===== src/rtl/seq_det_arbiter.sv =====
// Round-robin arbiter that streams BURST_LEN serial bits from one requester into a shared
// consecutive-ones detector and latches the burst result. Define ARB_HIT_COUNT_EN to add hit_cnt.
module seq_det_arbiter #(
  parameter int BURST_LEN = 8
) (
  input  logic       clk,
  input  logic       reset,
  input  logic [3:0] req,
  input  logic [3:0] w,
  input  logic       det_z,
  output logic [3:0] gnt,
  output logic       det_w,
  output logic       det_reset,
  output logic       busy,
  output logic       done,
  output logic       res_hit,
  output logic [1:0] res_owner
`ifdef ARB_HIT_COUNT_EN
  ,
  output logic [3:0] hit_cnt
`endif
);

  // state  | meaning
  // IDLE   | no requests, detector held clear
  // ARB    | pick next owner round-robin after ptr, detector held clear
  // STREAM | owner's w routed to detector for BURST_LEN cycles
  // FLUSH  | absorb detector latency of the final bit, publish result
  typedef enum logic [1:0] {
    IDLE   = 2'b00,
    ARB    = 2'b01,
    STREAM = 2'b10,
    FLUSH  = 2'b11
  } state_e;

  localparam logic [3:0] LAST = 4'(BURST_LEN - 1);

  state_e     state_q, state_d;
  logic [1:0] ptr_q, ptr_d;
  logic [1:0] owner_q, owner_d;
  logic [3:0] cnt_q, cnt_d;
  logic       hit_q, hit_d;
  logic       res_hit_q, res_hit_d;
  logic [1:0] res_owner_q, res_owner_d;
  logic       done_q, done_d;
  logic       hit_now;
  logic [1:0] cand [4];
  logic [1:0] arb_idx;

`ifdef ARB_HIT_COUNT_EN
  logic [3:0] hc_q, hc_d;
  logic [3:0] hit_cnt_q, hit_cnt_d;
  logic [3:0] hc_now;
`endif

  assign cand[0] = ptr_q + 2'd1;
  assign cand[1] = ptr_q + 2'd2;
  assign cand[2] = ptr_q + 2'd3;
  assign cand[3] = ptr_q;

  // Scan from lowest priority up so the nearest requester after ptr wins.
  always_comb begin
    arb_idx = ptr_q;
    for (int k = 3; k >= 0; k--) begin
      if (req[cand[k]]) arb_idx = cand[k];
    end
  end

  assign hit_now = hit_q | det_z;

`ifdef ARB_HIT_COUNT_EN
  assign hc_now = (det_z && hc_q != 4'hf) ? hc_q + 4'd1 : hc_q;
`endif

  always_comb begin
    state_d     = state_q;
    ptr_d       = ptr_q;
    owner_d     = owner_q;
    cnt_d       = cnt_q;
    hit_d       = hit_q;
    res_hit_d   = res_hit_q;
    res_owner_d = res_owner_q;
    done_d      = 1'b0;
`ifdef ARB_HIT_COUNT_EN
    hc_d        = hc_q;
    hit_cnt_d   = hit_cnt_q;
`endif
    case (state_q)
      IDLE: begin
        if (|req) state_d = ARB;
      end
      ARB: begin
        if (|req) begin
          owner_d = arb_idx;
          ptr_d   = arb_idx;
          cnt_d   = 4'd0;
          hit_d   = 1'b0;
`ifdef ARB_HIT_COUNT_EN
          hc_d    = 4'd0;
`endif
          state_d = STREAM;
        end else begin
          state_d = IDLE;
        end
      end
      STREAM: begin
        hit_d = hit_now;
        cnt_d = cnt_q + 4'd1;
`ifdef ARB_HIT_COUNT_EN
        hc_d  = hc_now;
`endif
        if (!req[owner_q])     state_d = IDLE;
        else if (cnt_q == LAST) state_d = FLUSH;
      end
      FLUSH: begin
        hit_d       = hit_now;
        res_hit_d   = hit_now;
        res_owner_d = owner_q;
        done_d      = 1'b1;
`ifdef ARB_HIT_COUNT_EN
        hc_d        = hc_now;
        hit_cnt_d   = hc_now;
`endif
        state_d     = (|req) ? ARB : IDLE;
      end
      default: state_d = IDLE;
    endcase
  end

  always_ff @(posedge clk) begin
    if (reset) begin
      state_q     <= IDLE;
      ptr_q       <= 2'd3;
      owner_q     <= 2'd0;
      cnt_q       <= 4'd0;
      hit_q       <= 1'b0;
      res_hit_q   <= 1'b0;
      res_owner_q <= 2'd0;
      done_q      <= 1'b0;
`ifdef ARB_HIT_COUNT_EN
      hc_q        <= 4'd0;
      hit_cnt_q   <= 4'd0;
`endif
    end else begin
      state_q     <= state_d;
      ptr_q       <= ptr_d;
      owner_q     <= owner_d;
      cnt_q       <= cnt_d;
      hit_q       <= hit_d;
      res_hit_q   <= res_hit_d;
      res_owner_q <= res_owner_d;
      done_q      <= done_d;
`ifdef ARB_HIT_COUNT_EN
      hc_q        <= hc_d;
      hit_cnt_q   <= hit_cnt_d;
`endif
    end
  end

  assign gnt       = (state_q == STREAM) ? (4'b0001 << owner_q) : 4'b0000;
  assign det_w     = (state_q == STREAM) ? w[owner_q] : 1'b0;
  assign det_reset = (state_q == IDLE) || (state_q == ARB);
  assign busy      = (state_q != IDLE);
  assign done      = done_q;
  assign res_hit   = res_hit_q;
  assign res_owner = res_owner_q;
`ifdef ARB_HIT_COUNT_EN
  assign hit_cnt   = hit_cnt_q;
`endif

endmodule


===== config.mk =====
export PLATFORM = sky130hd
export DESIGN_NAME = seq_det_arbiter
export DESIGN_NICKNAME = d
export VERILOG_FILES = /design/src/rtl/seq_det_arbiter.sv
export SDC_FILE = /design/constraint.sdc
export NUM_CORES = 1
export LEC_CHECK = 0
export CORE_MARGIN = 5
export CORE_UTILIZATION = 50
export DETAILED_ROUTE_END_ITERATION = 7
export PLACE_DENSITY = 0.92
export SYNTH_ARGS = -nofsm -noshare
export SYNTH_HDL_FRONTEND = slang
export SYNTH_SLANG_ARGS = --single-unit

===== constraint.sdc =====
create_clock -name clk -period 4.4 [get_ports clk]
set_input_delay 0.66 -clock clk [delete_from_list [all_inputs] [get_ports clk]]
set_output_delay 0.66 -clock clk [all_outputs]
set_load 0.005 [all_outputs]

# Word-level counts from Yosys, hierarchy flattened
# Cells that the tools add are included.
[totals]
ff_bits = 15
inputBits = 11
output_inout_bits = 11
[classes]
add_sub_neg = 4
magnitude_cmp = 4
eq_ne = 7
n_shift = 1
n_mux = 26
bitwise_logic = 1
reduce_logical = 11
[ops]
columns = ["op", "count"]
rows = [
  ["2-bit 2-to-1 mux", 7],
  ["2-bit by 3-bit less-than comparator with 1-bit output, second input constant", 4],
  ["1-bit binary-select mux with 2-bit select", 5],
  ["1-bit 2-to-1 mux", 9],
  ["4-bit 2-to-1 mux", 2],
  ["2-bit case mux with 4 select lines", 1],
  ["4-bit case mux with 2 select lines", 1],
  ["2-bit AND reduction", 4],
  ["2-bit nonzero test", 3],
  ["2-bit adder, second input constant", 2],
  ["4-bit by 1-bit adder with 4-bit output, second input constant", 1],
  ["2-bit == test, second input constant", 2],
  ["4-bit by 3-bit == test with 1-bit output, second input constant", 1],
  ["2-bit inequality test, second input constant", 2],
  ["4-bit OR reduction", 1],
  ["1-bit by 2-bit << shifter with 4-bit output, first input constant", 1],
  ["3-bit inequality test, second input constant", 1],
  ["2-bit by 1-bit adder with 2-bit output, second input constant", 1],
  ["2-bit by 1-bit == test with 1-bit output, second input constant", 1],
  ["2-bit zero test", 1],
  ["1-bit case mux with 2 select lines", 1],
  ["2-bit OR reduction", 1],
  ["1-bit logical OR", 1],
  ["1-bit OR", 1],
]

# Longest topological paths before layout
# Gate-level depths: netlist of the first run.
[depth]
ltp_word = 6
mapped_depth = 6
mapped_depth_nobuf = 4

# Worst setup path before layout of the first run
# No wires, ideal clock.
[synth_timing]
kind = "input-to-output"
start = "in w[1]"
end = "out det_w"
arrival_time_ns = 1.291
t_required_ns = 3.740
setup_slack_ns = 2.449
stages = 2
n_path_buf = 0
cell_sequence = "mux4_1 and2_1"
[synth_between]
elab_chain_cells = 3
[synth_rtl]
columns = ["item", "line", "text"]
rows = [
  ["start, declared", "9", "input logic [3:0] w,"],
  ["1-bit binary-select mux with 2-bit select", "161", "assign det_w = (state_q == STREAM) ? w[owner_q] : 1'b0;"],
  ["1-bit 2-to-1 mux (not written as such)", "161", ""],
  ["1-bit 2-to-1 mux", "161", ""],
  ["end, declared", "12", "output logic det_w,"],
]
# Every way passes these cells. The select of a mux whose other input is x is not followed.

# Worst setup path in the final report of the first run
# Ends and elaborated chain as after synthesis.

==> out/metrics.sh, run 1 <==
TIMING.SETUP.TNS_NS=0
POWER.DENSITY_CELL_AREA_mW_PER_MM2=346.4
BUFFER_PORTS.INSERTED=21
SYNTH_AREA_LEADERS='dfxtp_1, nor2_1, a21oi_1, nand2b_1, nand2_1'
WORSTPATHREQUIRED_NS=3.74
CLOCK_PATH_BUFFERS=2
LARGEST_NET_DEGREE_AT_THE_START_OF_GLOBAL_ROUTING=17
TIMING.CRITICAL_PATH.MODE_CELL='clkdlybuf4s50_1'
GRT_OVERFLOW_TOTAL=0
POSTROUTEANTENNANETS=0
FIN_HOLD_WS_NS=0.4616
SETUP.WORST_PATH.START_CLASS='input port'
TIGHTEST_SLEW_NS=0.6550
CTS_BUFFERS=3
CRITPATHKIND='in -> out'
YOSYS.AREA.TOP_TYPE='dfxtp_1'
POST_CTS_RESIZE_COUNT=0
DETAIL_ROUTE.DRC_VIOLATIONS=0
FLOORPLAN.CORE_AREA_MM2=0.001559
HEIGHT_OF_THE_CHIP_UM=51.19
SYNTHESIS.YOSYS.WARNINGS=0
CP_SLOWEST_CELL='mux4_1'
GRT_PASS1_VIAS=726
WIRELENGTH_MM=1.926
CTS_TREE='built'
FINALWORSTPATHREQUIREDPERIOD_NS=2.776
OUTCOME='finished, final reports clean'
FINAL.PERIOD_UTILIZATION_PCT=63.09
SYN-CELL-AREA_UM2=848.3
POSTCTSSETUPBUFFERS=0
CRIT_PATH_CELL_TRACE='clkdlybuf4s50_1 -> mux4_1 -> and2_1 -> clkdlybuf4s50_1'
POST_CTS_HOLD_BUFFER_COUNT=0
DETAIL_ROUTE.FIRST_PASS.ITERATIONS=4
DIE_AREA_MM2=0.002620
FLOORPLAN.INITIALDENSITY_PCT=54.41
WORST_SETUP_HOLD_PATH_CLK_SLEW_NS=0.08
IOPINCOUNT=22
WORST_EP_ARRIVAL_TIME_NS=2.12
YS_TYPES=33
AREA_DELTA_SYNTH_FINAL_PCT=27.58
YS_ASYNC_SR_FRACTION_PCT=0
FINALHOLDVIOLCOUNT=0
SYNTH_TOP_FLOP_CELL='dfxtp_1'
FIN_SKEW_NS=0.005618
ROW_COUNT=14
SYNTH_NETS=113
GRT_ANTENNA_BEFORE_REPAIR=0
POST_SYNTHESIS_CELL_COUNT=101
CLOCKROOTBUFFER='clkbuf_4'
POST_DRT_VIA_CELL_RATIO=5.912
DR.FIRST_ITER.DRC_COUNT=14
POST_DRT_WL_PER_CELL_UM=14.06
CRITICAL_PATH.ENDPOINT_TYPE='output port'
DPL.HPWL_MM=1.487
NUMCLOCKSINKS=15
GP_CONGESTION=0.8215
WORST_SKEW_PAIR.LATE_LATENCY_NS=0.29
VDD_IR_DROP_MAX_V=0.0001863
CP_MAX_FO=1
SYNTH.FF_LATCH_COUNT=15
RSZ0062_AT_GRT='no'
DIE_WIDTH_UM=51.19
NETS=134
TIMING_MAX_TRANSITION_VIOLATIONS_FINAL=0
POWER_LEAKAGE_nW=0.3883
CTS_MAX_LEVEL=1
DRIVE_GT1_SHARE_PCT=9.917
YOSYS.AREA.TOP_TYPE_SHARE_PCT=35.40
SYN_AVG_CELL_AREA_UM2=8.399
ANTENNADIODECOUNT=0
GLOBAL_ROUTE_USAGE_SUM_PCT=16.51
VIAS=810
MAXCAPVIOLCOUNT=0
PORTION_OF_THE_POST_SYNTHESIS_AREA_USED_BY_SEQUENTIAL_ELEMENTS_PCT=35.40
GRT_PASS1_WL_MM=3.194
MIN_PATH_TYPE='reg -> reg'
FMAX_MHz=360.2
MAXSLEWHEADROOM_PCT=56.20
POST_SYNTH_EDFFS=0
FINAL_SETUP_VIOLATIONS=0
CRITPATHMAXSTAGEDELAY_NS=0.47
-- power breakdown --
| part | internal [mW] | switching, mW | total (mW) | leakage [nW] |
|---|---|---|---|---|
| clock | 0.0353 | 0.0458 | 0.0811 | 0.0150 |
| sequential | 0.150 | 0.0258 | 0.176 | 0.122 |
| combinational | 0.0648 | 0.0527 | 0.117 | 0.251 |
-- layout make-up --
class	instances	area, um^2
well taps	16	20.02
flip-flops and latches	15	300.3
fillers	130	476.7
multi-input cells	78	514.2
clock buffers	4	26.28
inverters	3	11.26
repair buffers	21	210.2
-- critical path: cells and delay by family --
kind	cells	cell delay [ns]
mux	1	0.47
buf+inv	2	0.82
simple gates	1	0.16
-- metal layers --
layer  GRT usage, %  up-vias  wire length, um
li1               -      397                -
met4          12.11        0               55
met5              0        -                0
met1          16.25      393              761
met2          30.26       15             1016
met3          3.488        5               93
-- worst paths after layout --
path | start | endpoint | slack [ns] | cells past startpoint
worst max register to register | state_q[1] | state_q[0] | 2.60 | 4
worst min-delay path | res_owner[1] | res_owner[1] | 0.46 | 2
worst max-delay path | w[1] | det_w | 1.62 | 4
worst min register to register | res_owner[1] | res_owner[1] | 0.46 | 2
-- sequential cells by signal, indices dropped and copies added, names as in the netlist --
name,flops
cnt_q,4
owner_q,2
ptr_q,2
res_owner,2
state_q,2
done,1
hit_q,1
res_hit,1
-- kinds of logic after synthesis --
family	Yosys count	share of synthesized area, %
flops	15	35.40
simple gates	51	32.74
buf+inv	8	3.982
mux	4	8.113
xor+xnor	1	1.033
fa+ha+maj	1	1.475
compound gates	21	17.26
-- placed cells by master (no fill, tap or decap), types with 2 or more instances in the layout --
cell             count
nor3_1               3
a21oi_1             10
nor3_2               2
o211ai_1             3
nand3_1              5
o21ai_0              3
mux2i_1              2
nor2_1              14
clkdlybuf4s50_1     21
nand2_1              9
and2_1               2
clkbuf_4             3
nand2b_1             6
inv_1                3
dfxtp_1             15
nand3b_1             2
-- synth_stat cells, types with 2 or more instances --
cell type,count
and2_1,2
nor3_2,2
mux2i_1,2
nand2_1,9
nor3_1,3
nand2b_1,6
clkbuf_1,2
nand3b_1,2
o211ai_1,3
inv_1,3
buf_2,3
a21oi_1,10
nand3_1,5
dfxtp_1,15
nor2_1,14
o21ai_0,3
-- through the flow --
step	setup slack (ns)	cell area, um^2	total power [mW]	util (%)	instances
floorplan	2.449	848.3	0.2543	-	101
global placement	1.614	1056	0.2914	67.74	133
detailed placement	1.616	1056	0.2969	67.74	133
CTS	1.616	1082	0.3775	69.42	137
global route	1.571	1082	0.4000	69.42	137
finish	1.624	1082	0.3749	69.42	137
Power figures use the tool's default switching activity.
==> run 2, diff against run 1 <==
--- a/config.mk
+++ b/config.mk
@@ -6,9 +6,9 @@
 export NUM_CORES = 1
 export LEC_CHECK = 0
 export CORE_MARGIN = 5
-export CORE_UTILIZATION = 50
+export CORE_UTILIZATION = 47
 export DETAILED_ROUTE_END_ITERATION = 7
-export PLACE_DENSITY = 0.92
+export PLACE_DENSITY = 0.87
 export SYNTH_ARGS = -nofsm -noshare
 export SYNTH_HDL_FRONTEND = slang
 export SYNTH_SLANG_ARGS = --single-unit
==> constraint.sdc (replaced) <==
create_clock -name clk -period 2.9 [get_ports clk]
set_input_delay 0.435 -clock clk [delete_from_list [all_inputs] [get_ports clk]]
set_output_delay 0.435 -clock clk [all_outputs]
set_load 0.005 [all_outputs]
==> out/metrics.sh, run 2 (synthesis results as in run 1) <==
OUTCOME='finished, final reports clean'
GP_CONGESTION=0.8209
FINALWORSTPATHREQUIREDPERIOD_NS=2.395
SETUP.WORST_PATH.START_CLASS='flip-flop'
DR.FIRST_ITER.DRC_COUNT=19
TIMING.CRITICAL_PATH.MAX_DELAY_FAMILY='multiplexers'
GRT_OVERFLOW_TOTAL=0
NUMBER_OF_BUFFERS_AND_INVERTERS_ON_THE_CRITICAL_PATH=1
CRITICAL_PATH.ENDPOINT_TYPE='output port'
PRE_CTS_SLACK_NS=0.5568
IOPINCOUNT=22
SEQCELLAREA_UM2=300.3
FINAL.PERIOD_UTILIZATION_PCT=82.59
FMAX_MHz=417.5
FINAL_SETUP_VIOLATIONS=0
N_FILL_CELL=164
DIE_WIDTH_UM=52.49
WIRELENGTH_MM=1.822
VIAS=784
FINALHOLDVIOLCOUNT=0
NETS=134
CTS_MAX_LEVEL=1
CRITPATHKIND='reg -> out'
AREA_DELTA_SYNTH_FINAL_PCT=28.91
NUMCLOCKSINKS=15
INSTANCES_NO_FILL=146
LARGEST_REG_FLOPS=4
FLOORPLAN.CORE_AREA_MM2=0.001727
CRIT_PATH_CELL_TRACE='mux4_1 -> and2_1 -> clkdlybuf4s50_1'
COMMONEST_CELLS_AFTER_ROUTING_FILL_AND_TAPS_ASIDE='clkdlybuf4s50_1, dfxtp_1, nor2_1'
MAXCAPVIOLCOUNT=0
WORST_EP_ARRIVAL_TIME_NS=1.96
FIN_SKEW_NS=0.002939
POWER.TOTAL_mW=0.5605
POST_CTS_RESIZE_COUNT=0
CP_SLOWEST_CELL='mux4_1'
DRIVE_GT1_SHARE_PCT=9.917
POSTCTSSETUPBUFFERS=0
GRT_PASS1_VIAS=766
CTS_TREE='built'
NUMPLACEDINSTANCES=142
CTS_BUFFERS=3
POST_DRT_WL_PER_CELL_UM=12.48
WORST_SETUP_HOLD_PATH_CLK_SLEW_NS=0.08
POST_DRT_VIA_CELL_RATIO=5.370
GRT_PASS1_WL_MM=3.098
MAXSLEWHEADROOM_PCT=58.37
MIN_PATH_TYPE='reg -> reg'
POSTROUTEANTENNANETS=0
POST_CTS_HOLD_BUFFER_COUNT=0
GRT_ANTENNA_BEFORE_REPAIR=0
POSTLAYOUTCOREUTIL_PCT=63.33
WORST_SKEW_PAIR.LATE_LATENCY_NS=0.27
SETUP.REG_TO_REG.WORST_SLACK_NS=1.11
DPL.HPWL_MM=1.475
TIMING_MAX_TRANSITION_VIOLATIONS_FINAL=0
CRITPATHMAXSTAGEDELAY_NS=0.58
DETAIL_ROUTE.DRC_VIOLATIONS=0
CP_MAX_FO=8
DIE_AREA_MM2=0.002755
ANTENNADIODECOUNT=0
WORSTPATHREQUIRED_NS=2.47
CLOCKROOTBUFFER='clkbuf_4'
TIMING.SETUP.TNS_NS=0
LARGEST_NET_DEGREE_AT_THE_START_OF_GLOBAL_ROUTING=17
FINAL_COMMON_CELL='clkdlybuf4s50_1'
MULTI_INPUT_AREA_UM2=514.2
CLOCK_PATH_BUFFERS=2
HEIGHT_OF_THE_CHIP_UM=52.49
VDD_IR_DROP_MAX_V=0.0004240
MAX_FLOP_REGISTER='cnt_q'
FLOORPLAN.INITIALDENSITY_PCT=49.13
DETAIL_ROUTE.FIRST_PASS.ITERATIONS=4
TIMING.FINAL.WS_SETUP_NS=0.5049
RSZ0062_AT_GRT='no'
GLOBAL_ROUTE_USAGE_SUM_PCT=14.83
POWER_LEAKAGE_nW=0.3883
BUFFER_PORTS.INSERTED=21
ROW_COUNT=15
TIGHTEST_SLEW_NS=0.6225
POWER.DENSITY_CELL_AREA_mW_PER_MM2=512.6
-- run 2: cell counts in the layout (fill, tap and decap cells not counted) --
No cell type changed its count.
-- run 2: worst paths after layout --
path / from / endpoint / cells past startpoint
worst max-delay path: owner_q[0] / det_w / 3
worst min-delay path: res_owner[0] / res_owner[0] / 2
worst max register to register: state_q[1] / state_q[0] / 4
worst min register to register: res_owner[0] / res_owner[0] / 2
-- run 2: final cells by class --
class | count | area share [%]
Sequential cell | 15 | 27.46
Clock buffer | 4 | 2.403
Tap cell | 25 | 2.860
Multi-Input combinational cell | 78 | 47.03
Timing Repair Buffer | 21 | 19.22
Inverter | 3 | 1.030
-- run 2: through the flow --
step	hold slack, ns	instance area, um^2
finish	0.4641	1094
global route	0.4953	1094
CTS	0.4693	1094
detailed placement	0.4601	1067
global placement	0.4476	1067
floorplan	0.4527	848.3
-- run 2: layer usage --
layer | GRT usage [%] | vias up | part of all wire [%]
li1 | - | 400 | -
met1 | 16.90 | 371 | 44
met2 | 27.89 | 13 | 52
met3 | 4.274 | 0 | 3.8
met4 | 1.277 | 0 | 0
met5 | 0 | - | 0
-- run 2: power breakdown --
group          switching (mW)  total, mW  internal, mW
Sequential             0.0390      0.267         0.228
Clock                  0.0616      0.115        0.0533
Combinational          0.0802      0.178        0.0982
-- run 2: worst reg2reg max path, cell delays in order, from the launching register on --
cell       delay (ns)
dfxtp_1          0.54
or3b_4           0.45
o22ai_2          0.17
and3b_1          0.21
a2111oi_2        0.32
==> variant, RTL diff (config.mk and constraints of run 2) <==
The 4 states of `state_e` get a one-hot encoding in 4 bits.
--- a/src/rtl/seq_det_arbiter.sv
+++ b/src/rtl/seq_det_arbiter.sv
@@ -27,9 +27,9 @@
   // STREAM | owner's w routed to detector for BURST_LEN cycles
   // FLUSH  | absorb detector latency of the final bit, publish result
-  typedef enum logic [1:0] {
-    IDLE   = 2'b00,
-    ARB    = 2'b01,
-    STREAM = 2'b10,
-    FLUSH  = 2'b11
+  typedef enum logic [3:0] {
+    IDLE   = 4'b0001,
+    ARB    = 4'b0010,
+    STREAM = 4'b0100,
+    FLUSH  = 4'b1000
   } state_e;
 
Check against the original RTL: no difference found for any inputs over 10 cycles, from zero or initial values and one cycle with reset high; not proved beyond that.
==> variant against run 2 <==
Design area rose by 17%; register-to-register slack gained 0.06 ns; highest routed layer is now met4; sequential cell count rose by 2; global-route usage increased by 0.75 points; critical path type unchanged; largest cell class unchanged; setup slack got worse by 0.25 ns; wire length rose by 30%; area after synthesis is 24% higher; power decreased by 12%.
==> variant: results (changes against run 2) <==
* Run status: complete, no violations
* Mean number of vias per cell at 5.93 (+10%)
* Avg WL per Cell at 14.8 um (+18%)
* Fraction of synthesized area in multiplexers at 6.17% (-1.9 points)
* Avg Inst Size Synth at 9.09 um2 (+8.3%)
* Placed wire-length estimate at 1.80 mm (+22%)
* Pin count of the biggest net entering global routing at 15 (-2)
* Setup Slack @ Placement at 0.550 ns (-0.00717 ns)
* Global-route wire length before repair at 4.07 mm (+31%)
* Number of nets in the synthesized netlist at 128 (+13%)
* Portion of the post-synthesis area used by sequential elements at 32.3% (-3.1 points)
* Met1 capacity usage during global routing at 18.5% (+1.6 points)
* Static leakage power at 0.000439 uW (+13%)
* Count of non-filler cells in the finished layout at 160 (+9.6%)
* Total length of routed met2 wires at 1.26 mm (+32%)
* Standard cell with the maximum stage delay on the critical path: sky130_fd_sc_hd__or4b_1
* Total Nets Final at 145 (+8.2%)
* Family of cells with the greatest summed delay on the critical path: simple AND/OR/NAND/NOR gates
* Setup slack on the worst flop-to-flop path at 1.17 ns (+0.06 ns)
* Share of the synthesized netlist area taken by xor and xnor gates at 0% (-1.0 points)
* Clock buffer depth at 2 (unchanged)
* Clock group share of total power at 25.7% (+5.2 points)
* Synth unique cells at 45 (+36%)
* CP max stage delay at 0.62 ns (+0.04 ns)
* Share of post-route cells with drive strength above 1 at 15.2% (+5.2 points)
* Clock latency reported for the late side of the worst-skew pair at 0.29 ns (+0.02 ns)
* Number of iterations in the first detailed-routing pass at 4 (unchanged)
* Met1 Routed Length at 979 um (+23%)
* Peak ir drop on the vdd network at 0.374 mV (-12%)
* Final setup skew at 0.00725 ns (+0.00431 ns)
* Total CTS buffers at 3 (unchanged)
* Met3 WL at 108 um (+54%)
* Max Used Layer: met4
* Worst hold path class: flop to flop
* Post-Synth Adder-Cell Area at 1.19% (-0.29 points)
* Top cells by area in the synthesized netlist: sky130_fd_sc_hd__dfxtp_1 (32%), sky130_fd_sc_hd__nor2_1 (5.3%), sky130_fd_sc_hd__mux4_2 (4.3%)
* Global-route usage over all layers at 15.6% (+0.75 points)
* Drt first-iter violations at 42 (+23)
* Most numerous cell types in the synthesized netlist: sky130_fd_sc_hd__dfxtp_1 (17), sky130_fd_sc_hd__nor2_1 (15), sky130_fd_sc_hd__a21oi_1 (8)
* Routing usage on met3 at 4.30% (+0.025 points)
* Routability congestion estimate at 0.827 (+0.74%)
* Peak clock frequency supported by timing at 0.379 GHz (-9.3%)
* Compound-gate portion of the synthesized area at 19.8% (+2.6 points)
* Switching Fraction at 28.9% (-3.4 points)
* Least-Margin Pin Slew at 0.660 ns (+0.0376 ns)
* M2 GR Usage at 26.8% (-1.1 points)
* Via count of the first global-routing pass at 908 (+19%)
* Biggest fanout along the worst timing path at 9 (+1)
* Clock input transition at the sequential cells of the worst setup and hold paths at 0.10 ns (+0.02 ns)
* Number of gates resized after cts at 0 (unchanged)
[variant: cell count changes in the layout (fill, tap and decap cells not counted), sizes merged, moves of 3 or more]
| cell | run 2 | this run |
|---|---|---|
| or4b | 0 | 3 |
| nor3b | 0 | 3 |
| o21ai | 3 | 6 |
| a211oi | 0 | 4 |
[variant: final timing paths]
check	from	endpoint
worst max register to register	state_q[3]	state_q[0]
worst max-delay path	state_q[2]	gnt[2]
worst min-delay path	hit_q	hit_q
worst min register to register	hit_q	hit_q
[variant: final cells by class]
class / count / area, um2
fill: 190 / 892
multi-input combinational: 87 / 653
sequential: 17 / 340
timing repair buffer: 21 / 210
tap: 28 / 35.0
clock buffer: 3 / 22.5
inverter: 3 / 11.3
clock inverter: 1 / 5.00
[variant: through the flow]
step                instance area (um2)  total power (uW)  hold slack [ns]
finish                             1280               496            0.481
global route                       1280               526            0.524
CTS                                1280               499            0.478
detailed placement                 1250               373            0.463
global placement                   1250               367            0.440
floorplan                          1050               330            0.432
